### src/rtl/pattern_seq_ctrl.sv
// Job controller that counts a-then-b patterns in a valid/ready sample stream.
// A job ends after len accepted samples or after a run of idle cycles (timeout).
module pattern_seq_ctrl #(
  parameter int unsigned CNT_W   = 8,
  parameter int unsigned TIMEOUT = 15
) (
  input  logic             CLK,
  input  logic             reset,
  input  logic             start,
  input  logic [CNT_W-1:0] len,
  input  logic             s_valid,
  input  logic             s_a,
  input  logic             s_b,
  output logic             s_ready,
  output logic             busy,
  output logic             done,
  output logic             aborted,
  output logic [CNT_W-1:0] match_cnt
);

  localparam int unsigned IDLE_W = (TIMEOUT > 0) ? $clog2(TIMEOUT + 1) : 1;

  typedef enum logic [1:0] {IDLE, RUN, FINISH} state_t;
  typedef enum logic [1:0] {D0, D1, D2} det_t;

  state_t             state, state_n;
  det_t               det, det_n;
  logic [CNT_W-1:0]   remaining, remaining_n;
  logic [IDLE_W-1:0]  idle_cnt, idle_cnt_n;
  logic [CNT_W-1:0]   match_n;
  logic               aborted_n;

  // State, counters and registered outputs
  always_ff @(posedge CLK) begin
    if (reset) begin
      state     <= IDLE;
      det       <= D0;
      remaining <= '0;
      idle_cnt  <= '0;
      match_cnt <= '0;
      aborted   <= 1'b0;
      s_ready   <= 1'b0;
      busy      <= 1'b0;
      done      <= 1'b0;
    end else begin
      state     <= state_n;
      det       <= det_n;
      remaining <= remaining_n;
      idle_cnt  <= idle_cnt_n;
      match_cnt <= match_n;
      aborted   <= aborted_n;
      s_ready   <= (state_n == RUN);
      busy      <= (state_n != IDLE);
      done      <= (state_n == FINISH);
    end
  end

  // Next-state logic; an accept in the timeout cycle wins over the abort
  always_comb begin
    state_n     = state;
    det_n       = det;
    remaining_n = remaining;
    idle_cnt_n  = idle_cnt;
    match_n     = match_cnt;
    aborted_n   = aborted;
    case (state)
      IDLE: begin
        if (start) begin
          remaining_n = len;
          match_n     = '0;
          aborted_n   = 1'b0;
          det_n       = D0;
          idle_cnt_n  = '0;
          state_n     = (len != '0) ? RUN : FINISH;
        end
      end
      RUN: begin
        if (s_valid) begin
          idle_cnt_n  = '0;
          remaining_n = remaining - CNT_W'(1);
          case (det)
            D0: det_n = s_a ? D1 : D0;
            D1: begin
              if (s_b) begin
                det_n   = D2;
                match_n = match_cnt + CNT_W'(1);
              end else begin
                det_n = D0;
              end
            end
            default: det_n = D0;
          endcase
          if (remaining == CNT_W'(1)) state_n = FINISH;
        end else if ((TIMEOUT != 0) && (idle_cnt == IDLE_W'(TIMEOUT))) begin
          state_n   = FINISH;
          aborted_n = 1'b1;
        end else begin
          idle_cnt_n = idle_cnt + IDLE_W'(1);
        end
      end
      FINISH:  state_n = IDLE;
      default: state_n = IDLE;
    endcase
  end

endmodule

### config.mk
export PLATFORM = sky130hd
export DESIGN_NAME = pattern_seq_ctrl
export DESIGN_NICKNAME = d
export VERILOG_FILES = /design/src/rtl/pattern_seq_ctrl.sv
export SDC_FILE = /design/constraint.sdc
export NUM_CORES = 1
export LEC_CHECK = 0
export CAP_MARGIN = 0
export CORE_UTILIZATION = 52
export DETAILED_ROUTE_END_ITERATION = 12
export GPL_TIMING_DRIVEN = 1
export MAX_ROUTING_LAYER = met4
export PLACE_DENSITY = 0.9
export SYNTH_ARGS = -nofsm -noshare
export SYNTH_HDL_FRONTEND = slang
export SYNTH_SLANG_ARGS = --single-unit
### constraint.sdc
create_clock -name CLK -period 1.55 [get_ports CLK]
set_input_delay 0.155 -clock CLK [delete_from_list [all_inputs] [get_ports CLK]]
set_output_delay 0.155 -clock CLK [all_outputs]
set_load 0.005 [all_outputs]
After elaboration in Yosys (flattened, before gate mapping) --
Cells that the tools add are included.
Operators by class: add/sub/neg operators 3, equal/unequal tests 13, muxes and demuxes 28, reductions and logical operators 9
Operators with widths (number):
- 8-bit 2-to-1 mux | 6
- 8-bit case mux with 2 select lines | 2
- 2-bit 2-to-1 mux | 8
- 4-bit 2-to-1 mux | 3
- 2-bit case mux with 2 select lines | 3
- 2-bit inequality test, second input constant | 5
- 8-bit by 1-bit adder with 8-bit output, second input constant | 1
- 8-bit by 1-bit equality test with 1-bit output, second input constant | 1
- 4-bit case mux with 2 select lines | 1
- 8-bit nonzero test | 1
- 8-bit by 1-bit subtractor with 8-bit output, second input constant | 1
- 2-bit by 1-bit equality test with 1-bit output, second input constant | 3
- 3-bit AND reduction | 2
- 5-bit AND reduction | 1
- 4-bit by 1-bit adder with 4-bit output, second input constant | 1
- 4-bit equality test, second input constant | 1
- 2-bit logical NOT | 2
- 1-bit 2-to-1 mux | 4
- 4-bit AND reduction | 1
- 2-bit nonzero test | 2
- 3-bit inequality test, second input constant | 1
- 2-bit equality test, second input constant | 1
- 2-bit by 1-bit inequality test with 1-bit output, second input constant | 1
- 1-bit case mux with 2 select lines | 1
Word-level totals: register bits after elaboration 28

Logic depth before layout (Yosys ltp) --
Gate-level depths: netlist (run 1).
depth after elaboration 5, mapped depth 6, depth with buffers taken out 6

Worst setup path before layout (run 1) --
No wires, ideal clock.
path type register -> register, from register remaining[1], to register state[0], library setup time 78 ps, arrival 1331 ps, path slack 141 ps, cell stages (with the launch flop) 7, path buffers 0, clock period less this slack 1409 ps, cell sequence dfxtp_1 inv_1 ha_1 and3b_2 a311oi_1 a31oi_1 nor3_1
Between the ends: cells in the longest elaborated chain, start to end 4
RTL lines:
- from (decl) | RTL line 28 | logic [CNT_W-1:0] remaining, remaining_n;
- from (signal assigned) | RTL line 48 | remaining <= remaining_n;
- 8-bit by 1-bit equality test with 1-bit output | RTL line 93 | if (remaining == CNT_W'(1)) state_n = FINISH;
- 2-bit 2-to-1 mux | RTL line 93
- 2-bit 2-to-1 mux | RTL line 78 | if (s_valid) begin
- 2-bit case mux with 2 select lines | RTL line 66 | case (state)
- to (signal assigned) | RTL line 46 | state <= state_n;
- to (decl) | RTL line 26 | state_t state, state_n;
No other way between the ends. A chain may end at the register's enable or synchronous reset.

Worst setup path in the final report (run 1) --
from register idle_cnt[0], to register idle_cnt[1]
Between the ends: cells in the longest elaborated chain, start to end 4
RTL lines:
- from (decl) | RTL line 29 | logic [IDLE_W-1:0] idle_cnt, idle_cnt_n;
- from (signal assigned) | RTL line 49 | idle_cnt <= idle_cnt_n;
- 4-bit by 1-bit adder with 4-bit output | RTL line 98 | idle_cnt_n = idle_cnt + IDLE_W'(1);
- 4-bit 2-to-1 mux | RTL line 94 | end else if ((TIMEOUT != 0) && (idle_cnt == IDLE_W'(TIMEOUT))) begin
- 4-bit 2-to-1 mux | RTL line 78
- 4-bit case mux with 2 select lines | RTL line 66
Parallel ways exist; a longest one is shown, timed or not. The select of a mux whose other input is x is not followed.

==> load_flow_metrics.sql, run 1 <==
INSERT INTO impl_metrics (metric_group, metric, value, unit) VALUES
('status', 'status', 'complete, no violations', ''),
('clock_tree', 'clock_tree.htree_level_count', '1', ''),
('placed_design', 'dpl.cell_count', '237', ''),
('die', 'core', '2730', 'um2'),
('critical_path', 'critical_path.startpoint_type', 'flip-flop', ''),
('timing', 'setup-tns-final', '0', 'ns'),
('timing', 'setup_slack', '0.0217', 'ns'),
('grt', 'vias_in_the_first_global_route', '1416', ''),
('clock_tree', 'tritoncts', 'done', ''),
('clock_tree', 'cts_bufs_inserted', '3', ''),
('layout', 'n_antenna_cell', '0', ''),
('critical_path', 'arrival_time_of_data_at_the_critical_path_endpoint', '1.77', 'ns'),
('logic_synthesis', 'ys.flop_type', 'sky130_fd_sc_hd__dfxtp_1', ''),
('power_and_ir_drop', 'irDropWorstVdd', '0.661', 'mV'),
('grt', 'first_pass_grt_wire_length', '6430', 'um'),
('drt', 'postRouteWirelength', '4170', 'um'),
('clock_tree', 'clkSlewWorstSetupHoldPaths', '0.14', 'ns'),
('job', 'cap_violations', '0', ''),
('timing', 'worstMarginPinSlew', '0.451', 'ns'),
('logic_synthesis', 'synthesis.instances', '169', ''),
('layout', 'final_core_utilization', '0.750', ''),
('logic_synthesis', 'synthArstFlopShare', '0', ''),
('critical_path', 'critical_path_class', 'flip-flop to flip-flop', ''),
('drt', 'drc_errors', '0', ''),
('drt', 'vias', '1507', ''),
('placed_design', 'worst_setup_slack_post_dpl', '-0.207', 'ns'),
('timing', 'count_of_pins_over_their_slew_limit', '0', ''),
('grt', 'grt_start_max_net_pins', '17', ''),
('grt', 'track_usage', '0.269', ''),
('die', 'placement_rows', '19', ''),
('drt', 'drtPass1Iterations', '4', ''),
('placed_design', 'place.detailed.hpwl', '2820', 'um'),
('placed_design', 'gpl_congestion', '0.867', ''),
('timing', 'final_period_minus_worst_setup_slack', '1.53', 'ns'),
('layout', 'synthToLayoutAreaGrowth', '36.8', '%'),
('die', 'design.die.area', '3100', 'um2'),
('power_and_ir_drop', 'cellLeakagePower', '0.730', 'nW'),
('layout', 'instances_no_fill', '242', ''),
('critical_path', 'critical_path_cell_sequence', 'ha_1, and4b_4, a211oi_4, mux2i_1, nor2_1', ''),
('grt', 'antenna_found_initial', '0', ''),
('logic_synthesis', 'area_share_of_the_largest_cell_type_after_synthesis', '0.374', ''),
('logic_synthesis', 'yosys_warnings', '0', ''),
('critical_path', 'critPathMaxFanout', '5', ''),
('critical_path', 'nature_of_the_critical_path_endpoint', 'flip-flop', ''),
('logic_synthesis', 'postSynthNetCount', '187', ''),
('clock_tree', 'root_buffer_selected_by_cts', 'sky130_fd_sc_hd__clkbuf_4', ''),
('layout', 'drive_above_1_share', '0.242', ''),
('clock_tree', 'clock_insertion_delay_worst_skew', '0.34', 'ns'),
('drt', 'detail_route.iter0.violations', '66', ''),
('logic_synthesis', 'synth.area.top_cells', 'sky130_fd_sc_hd__dfxtp_1 37%, sky130_fd_sc_hd__a21oi_1 5.0%, sky130_fd_sc_hd__ha_1 3.3%, sky130_fd_sc_hd__nor2_1 3.3%, sky130_fd_sc_hd__a2111oi_2 3.0%', ''),
('critical_path', 'critical_path_s_slowest_cell', 'sky130_fd_sc_hd__dfxtp_2', ''),
('critical_path', 'slowest_delay', '0.36', 'ns'),
('layout', 'final_net_count', '230', ''),
('timing', 'min_period_over_period', '0.986', ''),
('drt', 'vias_per_cell', '6.23', ''),
('power_and_ir_drop', 'power-per-cell-area', '866', 'nW/um2'),
('logic_synthesis', 'mappedNetlistArea', '1500', 'um2'),
('min_path', 'worst_hold_path_type', 'input pin to flip-flop', ''),
('timing', 'endpoints_failing_hold', '0', ''),
('layout', 'commonest_non_fill_non_tap_cell_in_the_layout', 'sky130_fd_sc_hd__clkdlybuf4s50_1', ''),
('drt', 'final_antenna_net_count', '0', ''),
('layout', 'layout.cells.most_common_list', '25 x sky130_fd_sc_hd__clkdlybuf4s50_1, 23 x sky130_fd_sc_hd__dfxtp_1, 16 x sky130_fd_sc_hd__buf_4', ''),
('clock_tree', 'cts.sinks', '28', ''),
('die', 'io_pins', '26', ''),
('logic_synthesis', 'seq_area_frac_synth', '0.374', ''),
('drt', 'drt-wirelength-per-cell', '17.2', 'um'),
('timing', 'final_setup_violation_count', '0', ''),
('logic_synthesis', 'synth.avg_cell_area', '8.87', 'um2'),
('logic_synthesis', 'post-synth-top-area-cell', 'sky130_fd_sc_hd__dfxtp_1', ''),
('die', 'start_util', '0.548', ''),
('die', 'fp.dieW', '55.7', 'um');
[path summary, 6_finish.rpt]
path	start	to	cells after the start
setup reg to reg	idle_cnt[0]	idle_cnt[1]	5
hold reg to reg	det[1]	det[1]	2
setup / recovery	idle_cnt[0]	idle_cnt[1]	5
hold / removal	s_a	det[0]	3
[worst max-delay path: cells and delay by family, from the launching register on]
family	cells	cell delay [ns]
fa+ha+maj	1	0.22
simple gates	2	0.29
mux	1	0.22
compound gates	1	0.34
flops	1	0.36
[logic make-up after synthesis]
logic type	count (synthesis)	synth area share
AO/OA/AOI/OAI	48	0.239
XOR/XNOR	4	0.0234
multiplexers	4	0.0317
buffers and inverters	15	0.0484
AND/OR/NAND/NOR	66	0.250
adder cells (fa/ha/maj)	4	0.0334
flip-flops	28	0.374
[where the power goes]
part	switching, mW	internal (mW)	total (mW)
clock network	0.218	0.262	0.480
logic	0.249	0.237	0.486
registers	0.0457	0.765	0.811
[layer usage]
metal,vias to the layer above,track usage,wire [um]
li1,717,-,-
met5,-,-,0
met1,735,0.318,1730
met2,42,0.472,2170
met4,0,0.0893,89
met3,13,0.0326,179
[registers in the layout (all words and copies together) (netlist names)]
signal / count
match_cnt: 8
remaining: 8
aborted: 1
state: 2
busy: 1
idle_cnt: 4
done: 1
det: 2
s_ready: 1
[final cells by class]
class	instances	area [um2]
Sequential cell	28	569
Multi-Input combinational cell	126	932
Fill cell	190	683
Tap cell	31	38.8
Timing Repair Buffer	45	424
Clock buffer	3	22.5
Clock inverter	1	30.0
Inverter	8	33.8
[through the flow]
step	cell area [um2]	power, mW
final	2050	1.78
after global routing	2050	1.85
after CTS	1950	1.72
after detailed placement	1890	1.25
after global placement	1890	1.22
after floorplan	1500	1.08
[synth_stat cells (2+ instances only)]
master / number
sky130_fd_sc_hd__nor4_1: 4
sky130_fd_sc_hd__buf_4: 2
sky130_fd_sc_hd__nand2_1: 11
sky130_fd_sc_hd__nand2b_1: 3
sky130_fd_sc_hd__o311ai_1: 2
sky130_fd_sc_hd__o21ai_0: 5
sky130_fd_sc_hd__nor2_1: 13
sky130_fd_sc_hd__dfxtp_1: 28
sky130_fd_sc_hd__inv_1: 8
sky130_fd_sc_hd__o41ai_1: 2
sky130_fd_sc_hd__xnor2_1: 4
sky130_fd_sc_hd__nor3_1: 6
sky130_fd_sc_hd__a21o_1: 2
sky130_fd_sc_hd__ha_1: 4
sky130_fd_sc_hd__and2_1: 2
sky130_fd_sc_hd__a211oi_1: 2
sky130_fd_sc_hd__or3_1: 4
sky130_fd_sc_hd__o21ai_1: 4
sky130_fd_sc_hd__nand3_1: 5
sky130_fd_sc_hd__clkbuf_1: 2
sky130_fd_sc_hd__a31oi_1: 2
sky130_fd_sc_hd__a21oi_1: 15
sky130_fd_sc_hd__nand4_1: 4
sky130_fd_sc_hd__a2111oi_2: 3
[repair_timing]
action,CTS,global route
pin swaps,1,6
hold buffers,0,0
setup endpoints to repair,2,19
gates resized for setup,1,23
setup buffers,0,1
cloned,0,0
Note: power is estimated with default switching activity, not from simulation.
==> run 2, diff against run 1 <==
--- a/config.mk
+++ b/config.mk
@@ -6,11 +6,12 @@
 export NUM_CORES = 1
 export LEC_CHECK = 0
 export CAP_MARGIN = 0
+export CORE_ASPECT_RATIO = 1.4
 export CORE_UTILIZATION = 52
 export DETAILED_ROUTE_END_ITERATION = 12
 export GPL_TIMING_DRIVEN = 1
 export MAX_ROUTING_LAYER = met4
-export PLACE_DENSITY = 0.9
+export PLACE_DENSITY = 0.79
 export SYNTH_ARGS = -nofsm -noshare
 export SYNTH_HDL_FRONTEND = slang
 export SYNTH_SLANG_ARGS = --single-unit
==> constraint.sdc (replaced) <==
create_clock -name CLK -period 1.7 [get_ports CLK]
set_input_delay 0.17 -clock CLK [delete_from_list [all_inputs] [get_ports CLK]]
set_output_delay 0.17 -clock CLK [all_outputs]
set_load 0.005 [all_outputs]
==> run 2 against run 1 <==
Effect of this change:
- first-iteration DRC count decreased by 3.0%
- global-route usage is 0.49 points lower
- cell count stayed put
- clock power decreased by 6.7%
- via count fell by 4.0%
- worst setup slack gained 0.14 ns
- count of clock-buffer cells in the layout stayed put
- wire length fell by 15%
==> load_flow_metrics.sql, run 2 (synthesis gave the netlist of run 1 again) <==
INSERT INTO impl_metrics (metric_group, metric, value, unit) VALUES
('drt', 'met3WireLength', '135', 'um'),
('critical_path', 'arrival_time_of_data_at_the_critical_path_endpoint', '1.82', 'ns'),
('power_and_ir_drop', 'irDropWorstVdd', '0.731', 'mV'),
('clock_tree', 'postCtsSetupRepairBufs', '0', ''),
('power_and_ir_drop', 'power_switching_share', '0.285', ''),
('die', 'fp.dieW', '47.4', 'um'),
('grt', 'first_pass_grt_wire_length', '5800', 'um'),
('timing', 'maxClockFrequency', '650', 'MHz'),
('drt', 'final_antenna_net_count', '0', ''),
('critical_path', 'critical_path_class', 'flip-flop to flip-flop', ''),
('timing', 'worstMarginPinSlew', '0.436', 'ns'),
('die', 'start_util', '0.561', ''),
('drt', 'drc_errors', '0', ''),
('job', 'cap_violations', '0', ''),
('layout', 'drive_above_1_share', '0.160', ''),
('clock_tree', 'cts_bufs_inserted', '3', ''),
('placed_design', 'placed_area', '1860', 'um2'),
('timing', 'endpoints_failing_hold', '0', ''),
('drt', 'vias', '1446', ''),
('power_and_ir_drop', 'cell_internal_pwr', '1.11', 'mW'),
('layout', 'final_net_count', '225', ''),
('min_path', 'worst_hold_path.num_cells', '3', ''),
('critical_path', 'rr_endpoint', 'state[0]', ''),
('critical_path', 'r2r_cells', '6', ''),
('placed_design', 'port-buffer-count', '25', ''),
('timing', 'timing.slew.headroom', '0.707', ''),
('grt', 'antenna_found_initial', '0', ''),
('clock_tree', 'clock_tree.htree_level_count', '1', ''),
('clock_tree', 'cts.sinks', '28', ''),
('power_and_ir_drop', 'switching_power', '0.444', 'mW'),
('timing', 'setup_slack', '0.161', 'ns'),
('drt', 'topRoutingLayerUsed', 'met4', ''),
('clock_tree', 'clkSlewWorstSetupHoldPaths', '0.16', 'ns'),
('clock_tree', 'cts-hold-fix-buffers', '0', ''),
('placed_design', 'worst_setup_slack_post_dpl', '-0.0294', 'ns'),
('placed_design', 'dpl.cell_count', '238', ''),
('die', 'io_pins', '26', ''),
('grt', 'vias_in_the_first_global_route', '1372', ''),
('critical_path', 'regToRegStartpoint', 'remaining[1]', ''),
('timing', 'final_setup_violation_count', '0', ''),
('clock_tree', 'clock_insertion_delay_worst_skew', '0.34', 'ns'),
('min_path', 'worst_hold_path_type', 'input pin to flip-flop', ''),
('clock_tree', 'root_buffer_selected_by_cts', 'sky130_fd_sc_hd__clkbuf_4', ''),
('die', 'placement_rows', '22', ''),
('layout', 'fin_area', '1920', 'um2'),
('timing', 'worst_setup_skew_after_layout', '0.00534', 'ns'),
('layout', 'instances_no_fill', '242', ''),
('layout', 'top_regs', 'match_cnt: 8 flops, remaining: 8 flops, idle_cnt: 4 flops', ''),
('timing', 'final_period_minus_worst_setup_slack', '1.54', 'ns'),
('clock_tree', 'ctsLongestPathBuffers', '2', ''),
('grt', 'grt_start_max_net_pins', '17', ''),
('layout', 'commonest_non_fill_non_tap_cell_in_the_layout', 'sky130_fd_sc_hd__dfxtp_1', ''),
('status', 'status', 'complete, no violations', ''),
('grt', 'grt_overflow', '0', ''),
('power_and_ir_drop', 'power-per-cell-area', '813', 'nW/um2'),
('die', 'fp.dieH', '65.5', 'um'),
('timing', 'rsz0062_at_grt', 'no', ''),
('layout', 'layout.cells.most_common_list', '28 x sky130_fd_sc_hd__dfxtp_1, 25 x sky130_fd_sc_hd__clkdlybuf4s50_1, 15 x sky130_fd_sc_hd__a21oi_1, 15 x sky130_fd_sc_hd__buf_4, 13 x sky130_fd_sc_hd__nor2_1', ''),
('power_and_ir_drop', 'share_clk_of_total_power', '0.288', ''),
('power_and_ir_drop', 'flop_pwr_share', '0.470', ''),
('power_and_ir_drop', 'comb_power_share', '0.242', ''),
('clock_tree', 'cts-resized-gates', '0', ''),
('min_path', 'hold_end', 'det[0]', ''),
('drt', 'wl_met1', '1460', 'um'),
('power_and_ir_drop', 'cellLeakagePower', '0.687', 'nW'),
('critical_path', 'critical_path.startpoint_type', 'flip-flop', ''),
('drt', 'detail_route.iter0.violations', '64', ''),
('drt', 'vias_per_cell', '5.98', ''),
('critical_path', 'nature_of_the_critical_path_endpoint', 'flip-flop', ''),
('die', 'core', '2670', 'um2'),
('placed_design', 'place.detailed.hpwl', '2720', 'um'),
('critical_path', 'critPathMaxFanout', '4', ''),
('layout', 'synthToLayoutAreaGrowth', '27.9', '%'),
('placed_design', 'gpl_congestion', '0.903', ''),
('grt', 'track_usage', '0.264', ''),
('timing', 'min_period_over_period', '0.905', ''),
('timing', 'count_of_pins_over_their_slew_limit', '0', ''),
('drt', 'postRouteWirelength', '3560', 'um'),
('drt', 'dr_wl_met2', '1900', 'um'),
('timing', 'setup-tns-final', '0', 'ns'),
('drt', 'drt-wirelength-per-cell', '14.7', 'um'),
('critical_path', 'reg2reg_setup_slack', '0.16', 'ns'),
('critical_path', 'worst-endpoint-required', '1.98', 'ns'),
('layout', 'n_antenna_cell', '0', ''),
('min_path', 'hold_path_startpoint', 's_a', ''),
('drt', 'drtPass1Iterations', '4', ''),
('clock_tree', 'tritoncts', 'done', ''),
('die', 'design.die.area', '3100', 'um2');
[run 2: power groups by stage]
stage	logic [mW]	registers [mW]	clock network, mW
2_1_floorplan	0.244	0.738	0
3_3_place_gp	0.364	0.743	0
3_5_place_dp	0.371	0.747	0
4_1_cts	0.374	0.732	0.453
5_1_grt	0.411	0.740	0.484
6_report	0.377	0.733	0.448
[run 2: final cells by class]
class	instances	area, um2
fill	222	753
sequential	28	561
inverter	8	30.0
timing repair buffer	40	363
multi-input combinational	126	866
clock buffer	3	22.5
tap	36	45.0
clock inverter	1	30.0
[run 2: worst max-delay path by stage]
stage,from,to,slack (ns),cells past startpoint
after floorplan,remaining[1],state[0],0.29,6
after global placement,start,remaining[0],0.02,5
after detailed placement,start,remaining[7],-0.03,5
after CTS,remaining[1],s_ready,0.17,6
after global routing,remaining[1],s_ready,0.03,6
final,remaining[1],state[0],0.16,6
[run 2: worst max-delay path, cell delays in order, from the launching register on]
cell	delay (ns)
sky130_fd_sc_hd__dfxtp_1	0.43
sky130_fd_sc_hd__inv_1	0.09
sky130_fd_sc_hd__ha_1	0.18
sky130_fd_sc_hd__and3b_2	0.21
sky130_fd_sc_hd__a311oi_1	0.32
sky130_fd_sc_hd__a31oi_1	0.10
sky130_fd_sc_hd__nor3_1	0.14
[run 2: per-layer routing]
layer | global-route usage | up-vias
li1 | - | 710
met1 | 0.301 | 686
met2 | 0.437 | 43
met3 | 0.0275 | 7
met4 | 0.132 | 0
met5 | - | -
[run 2: metrics by stage]
step           utilization  power (mW)  hold WS (ns)
2_1_floorplan            -       0.982         0.334
3_3_place_gp         0.698        1.11         0.469
3_5_place_dp         0.698        1.12         0.481
4_1_cts              0.718        1.56         0.413
5_1_grt              0.718        1.64         0.430
6_report             0.718        1.56         0.416
==> run 3, diff against run 2 <==
--- a/config.mk
+++ b/config.mk
@@ -7,11 +7,12 @@
 export LEC_CHECK = 0
 export CAP_MARGIN = 0
 export CORE_ASPECT_RATIO = 1.4
-export CORE_UTILIZATION = 52
+export CORE_UTILIZATION = 30
 export DETAILED_ROUTE_END_ITERATION = 12
 export GPL_TIMING_DRIVEN = 1
 export MAX_ROUTING_LAYER = met4
-export PLACE_DENSITY = 0.79
+export PLACE_DENSITY = 0.5
+export SETUP_SLACK_MARGIN = 0.3
 export SYNTH_ARGS = -nofsm -noshare
 export SYNTH_HDL_FRONTEND = slang
 export SYNTH_SLANG_ARGS = --single-unit
==> constraint.sdc (replaced) <==
create_clock -name CLK -period 2 [get_ports CLK]
set_input_delay 0.2 -clock CLK [delete_from_list [all_inputs] [get_ports CLK]]
set_output_delay 0.2 -clock CLK [all_outputs]
set_load 0.005 [all_outputs]
==> run 3 against run 2 <==
Effect of this change:
- largest cell class unchanged
- power is 20% lower
- final area is 1.8% lower
- clock skew is 0.0025 ns lower
- first-iteration DRC count is 39% higher
- core utilization is 33 points lower
- die area is 70% higher
- critical path type unchanged
- via count is 2.5% lower
- fmax is 1.8% lower
- highest routed layer unchanged
==> load_flow_metrics.sql, run 3 (synthesis gave the netlist of run 1 again) <==
INSERT INTO impl_metrics (metric_group, metric, value, unit) VALUES
('placed_design', 'gpl_congestion', '0.755', ''),
('grt', 'vias_in_the_first_global_route', '1344', ''),
('drt', 'final_antenna_net_count', '0', ''),
('layout', 'final_net_count', '216', ''),
('die', 'start_util', '0.310', ''),
('clock_tree', 'root_buffer_selected_by_cts', 'sky130_fd_sc_hd__clkbuf_8', ''),
('drt', 'postRouteWirelength', '3910', 'um'),
('layout', 'n_antenna_cell', '0', ''),
('die', 'design.die.area', '5290', 'um2'),
('clock_tree', 'cts-resized-gates', '0', ''),
('clock_tree', 'cts-hold-fix-buffers', '0', ''),
('drt', 'drtPass1Iterations', '4', ''),
('placed_design', 'place.detailed.hpwl', '2940', 'um'),
('drt', 'vias', '1410', ''),
('timing', 'worst_setup_skew_after_layout', '0.00289', 'ns'),
('critical_path', 'worstPathBufferInverterCount', '1', ''),
('critical_path', 'critical_path_cell_sequence', 'inv_1, ha_1, and3b_2, a311oi_2, a31oi_1, nor3_1', ''),
('grt', 'grt_overflow', '0', ''),
('placed_design', 'port-buffer-count', '25', ''),
('drt', 'drt-wirelength-per-cell', '15.1', 'um'),
('timing', 'fin_hold_ws', '0.485', 'ns'),
('critical_path', 'critical_path.startpoint_type', 'flip-flop', ''),
('timing', 'maxClockFrequency', '638', 'MHz'),
('layout', 'n_fill_cell', '511', ''),
('drt', 'vias_per_cell', '5.42', ''),
('critical_path', 'critical_path_class', 'flip-flop to flip-flop', ''),
('critical_path', 'arrival_time_of_data_at_the_critical_path_endpoint', '1.77', 'ns'),
('die', 'core', '4840', 'um2'),
('grt', 'first_pass_grt_wire_length', '6270', 'um'),
('die', 'fp.dieW', '61.7', 'um'),
('timing', 'final_setup_violation_count', '0', ''),
('timing', 'rsz0062_at_grt', 'no', ''),
('clock_tree', 'postCtsSetupRepairBufs', '0', ''),
('timing', 'min_period_over_period', '0.784', ''),
('clock_tree', 'clock_tree.htree_level_count', '1', ''),
('die', 'io_pins', '26', ''),
('layout', 'drive_above_1_share', '0.133', ''),
('critical_path', 'worst-endpoint-required', '2.20', 'ns'),
('layout', 'top_regs', 'match_cnt: 8 flops, remaining: 8 flops, idle_cnt: 4 flops', ''),
('power_and_ir_drop', 'power-per-cell-area', '661', 'nW/um2'),
('critical_path', 'cp_startpoint', 'remaining[1]', ''),
('clock_tree', 'tritoncts', 'done', ''),
('layout', 'seqCellArea', '562', 'um2'),
('placed_design', 'dpl.cell_count', '257', ''),
('layout', 'synthToLayoutAreaGrowth', '25.5', '%'),
('power_and_ir_drop', 'irDropWorstVdd', '0.248', 'mV'),
('clock_tree', 'cts_bufs_inserted', '3', ''),
('layout', 'layout.cells.most_common_list', '27 x sky130_fd_sc_hd__dfxtp_1, 25 x sky130_fd_sc_hd__clkdlybuf4s50_1, 15 x sky130_fd_sc_hd__a21oi_1', ''),
('grt', 'track_usage', '0.161', ''),
('min_path', 'worst_hold_path_type', 'flip-flop to flip-flop', ''),
('timing', 'final_period_minus_worst_setup_slack', '1.57', 'ns'),
('drt', 'drc_errors', '0', ''),
('timing', 'setup-tns-final', '0', 'ns'),
('timing', 'count_of_pins_over_their_slew_limit', '0', ''),
('status', 'status', 'complete, no violations', ''),
('clock_tree', 'clock_insertion_delay_worst_skew', '0.28', 'ns'),
('grt', 'grt_start_max_net_pins', '15', ''),
('job', 'cap_violations', '0', ''),
('grt', 'antenna_found_initial', '0', ''),
('critical_path', 'critPathMaxFanout', '4', ''),
('critical_path', 'critical_path_s_slowest_cell', 'sky130_fd_sc_hd__dfxtp_1', ''),
('die', 'placement_rows', '30', ''),
('min_path', 'hold_path_startpoint', 'aborted', ''),
('layout', 'commonest_non_fill_non_tap_cell_in_the_layout', 'sky130_fd_sc_hd__dfxtp_1', ''),
('timing', 'endpoints_failing_hold', '0', ''),
('power_and_ir_drop', 'p_total', '1.24', 'mW'),
('clock_tree', 'ctsLongestPathBuffers', '2', ''),
('clock_tree', 'cts.sinks', '28', ''),
('critical_path', 'slowest_delay', '0.42', 'ns'),
('die', 'fp.dieH', '85.6', 'um'),
('layout', 'multi_input_comb_area', '873', 'um2'),
('critical_path', 'nature_of_the_critical_path_endpoint', 'flip-flop', ''),
('clock_tree', 'clkSlewWorstSetupHoldPaths', '0.10', 'ns'),
('critical_path', 'regToRegStartpoint', 'remaining[1]', ''),
('layout', 'final_core_utilization', '0.389', ''),
('drt', 'detail_route.iter0.violations', '89', ''),
('power_and_ir_drop', 'cellLeakagePower', '0.638', 'nW'),
('layout', 'instances_no_fill', '260', ''),
('critical_path', 'path_delay_family', 'compound AO/OA/AOI/OAI gates', ''),
('timing', 'worstMarginPinSlew', '0.549', 'ns'),
('timing', 'timing.slew.headroom', '0.630', '');
[run 3: cell count changes in the layout (fill, tap and decap cells not counted), sizes merged]
cell | before | now
bufinv | 1 | 0
buf | 15 | 6
[run 3: final timing paths]
kind / end / slack [ns] / cells past startpoint
worst min register to register: aborted / 0.48 / 2
worst min-delay path: aborted / 0.48 / 2
worst max register to register: state[0] / 0.43 / 6
worst max-delay path: state[0] / 0.43 / 6
[run 3: worst reg2reg max path: cells and delay by family, from the launching register on]
family | cells | cell delay (ns)
flip-flops | 1 | 0.42
adder cells (fa/ha/maj) | 1 | 0.20
AND/OR/NAND/NOR | 2 | 0.36
buffers and inverters | 1 | 0.10
AO/OA/AOI/OAI | 2 | 0.42
[run 3: routing by layer]
metal | GRT usage | vias up | wire, um
li1 | - | 689 | -
met1 | 0.192 | 686 | 1750
met2 | 0.276 | 30 | 2040
met3 | 0.0181 | 5 | 84
met4 | 0.0485 | 0 | 46
met5 | - | - | 0
[run 3: power by group]
group | internal, mW | switching (mW) | total (mW)
sequential | 0.591 | 0.0343 | 0.625
combinational | 0.136 | 0.170 | 0.305
clock | 0.136 | 0.178 | 0.314
[run 3: layout make-up]
class,instances,area share
Sequential cell,28,0.299
Inverter,8,0.0160
Clock buffer,3,0.0219
Timing Repair Buffer,31,0.157
Multi-Input combinational cell,126,0.464
Tap cell,64,0.0426
[run 3: through the flow]
step                setup WS, ns  cell area, um2
floorplan                  0.591            1500
global placement           0.240            1830
detailed placement         0.194            1830
CTS                        0.310            1870
global route               0.327            1880
finish                     0.432            1880
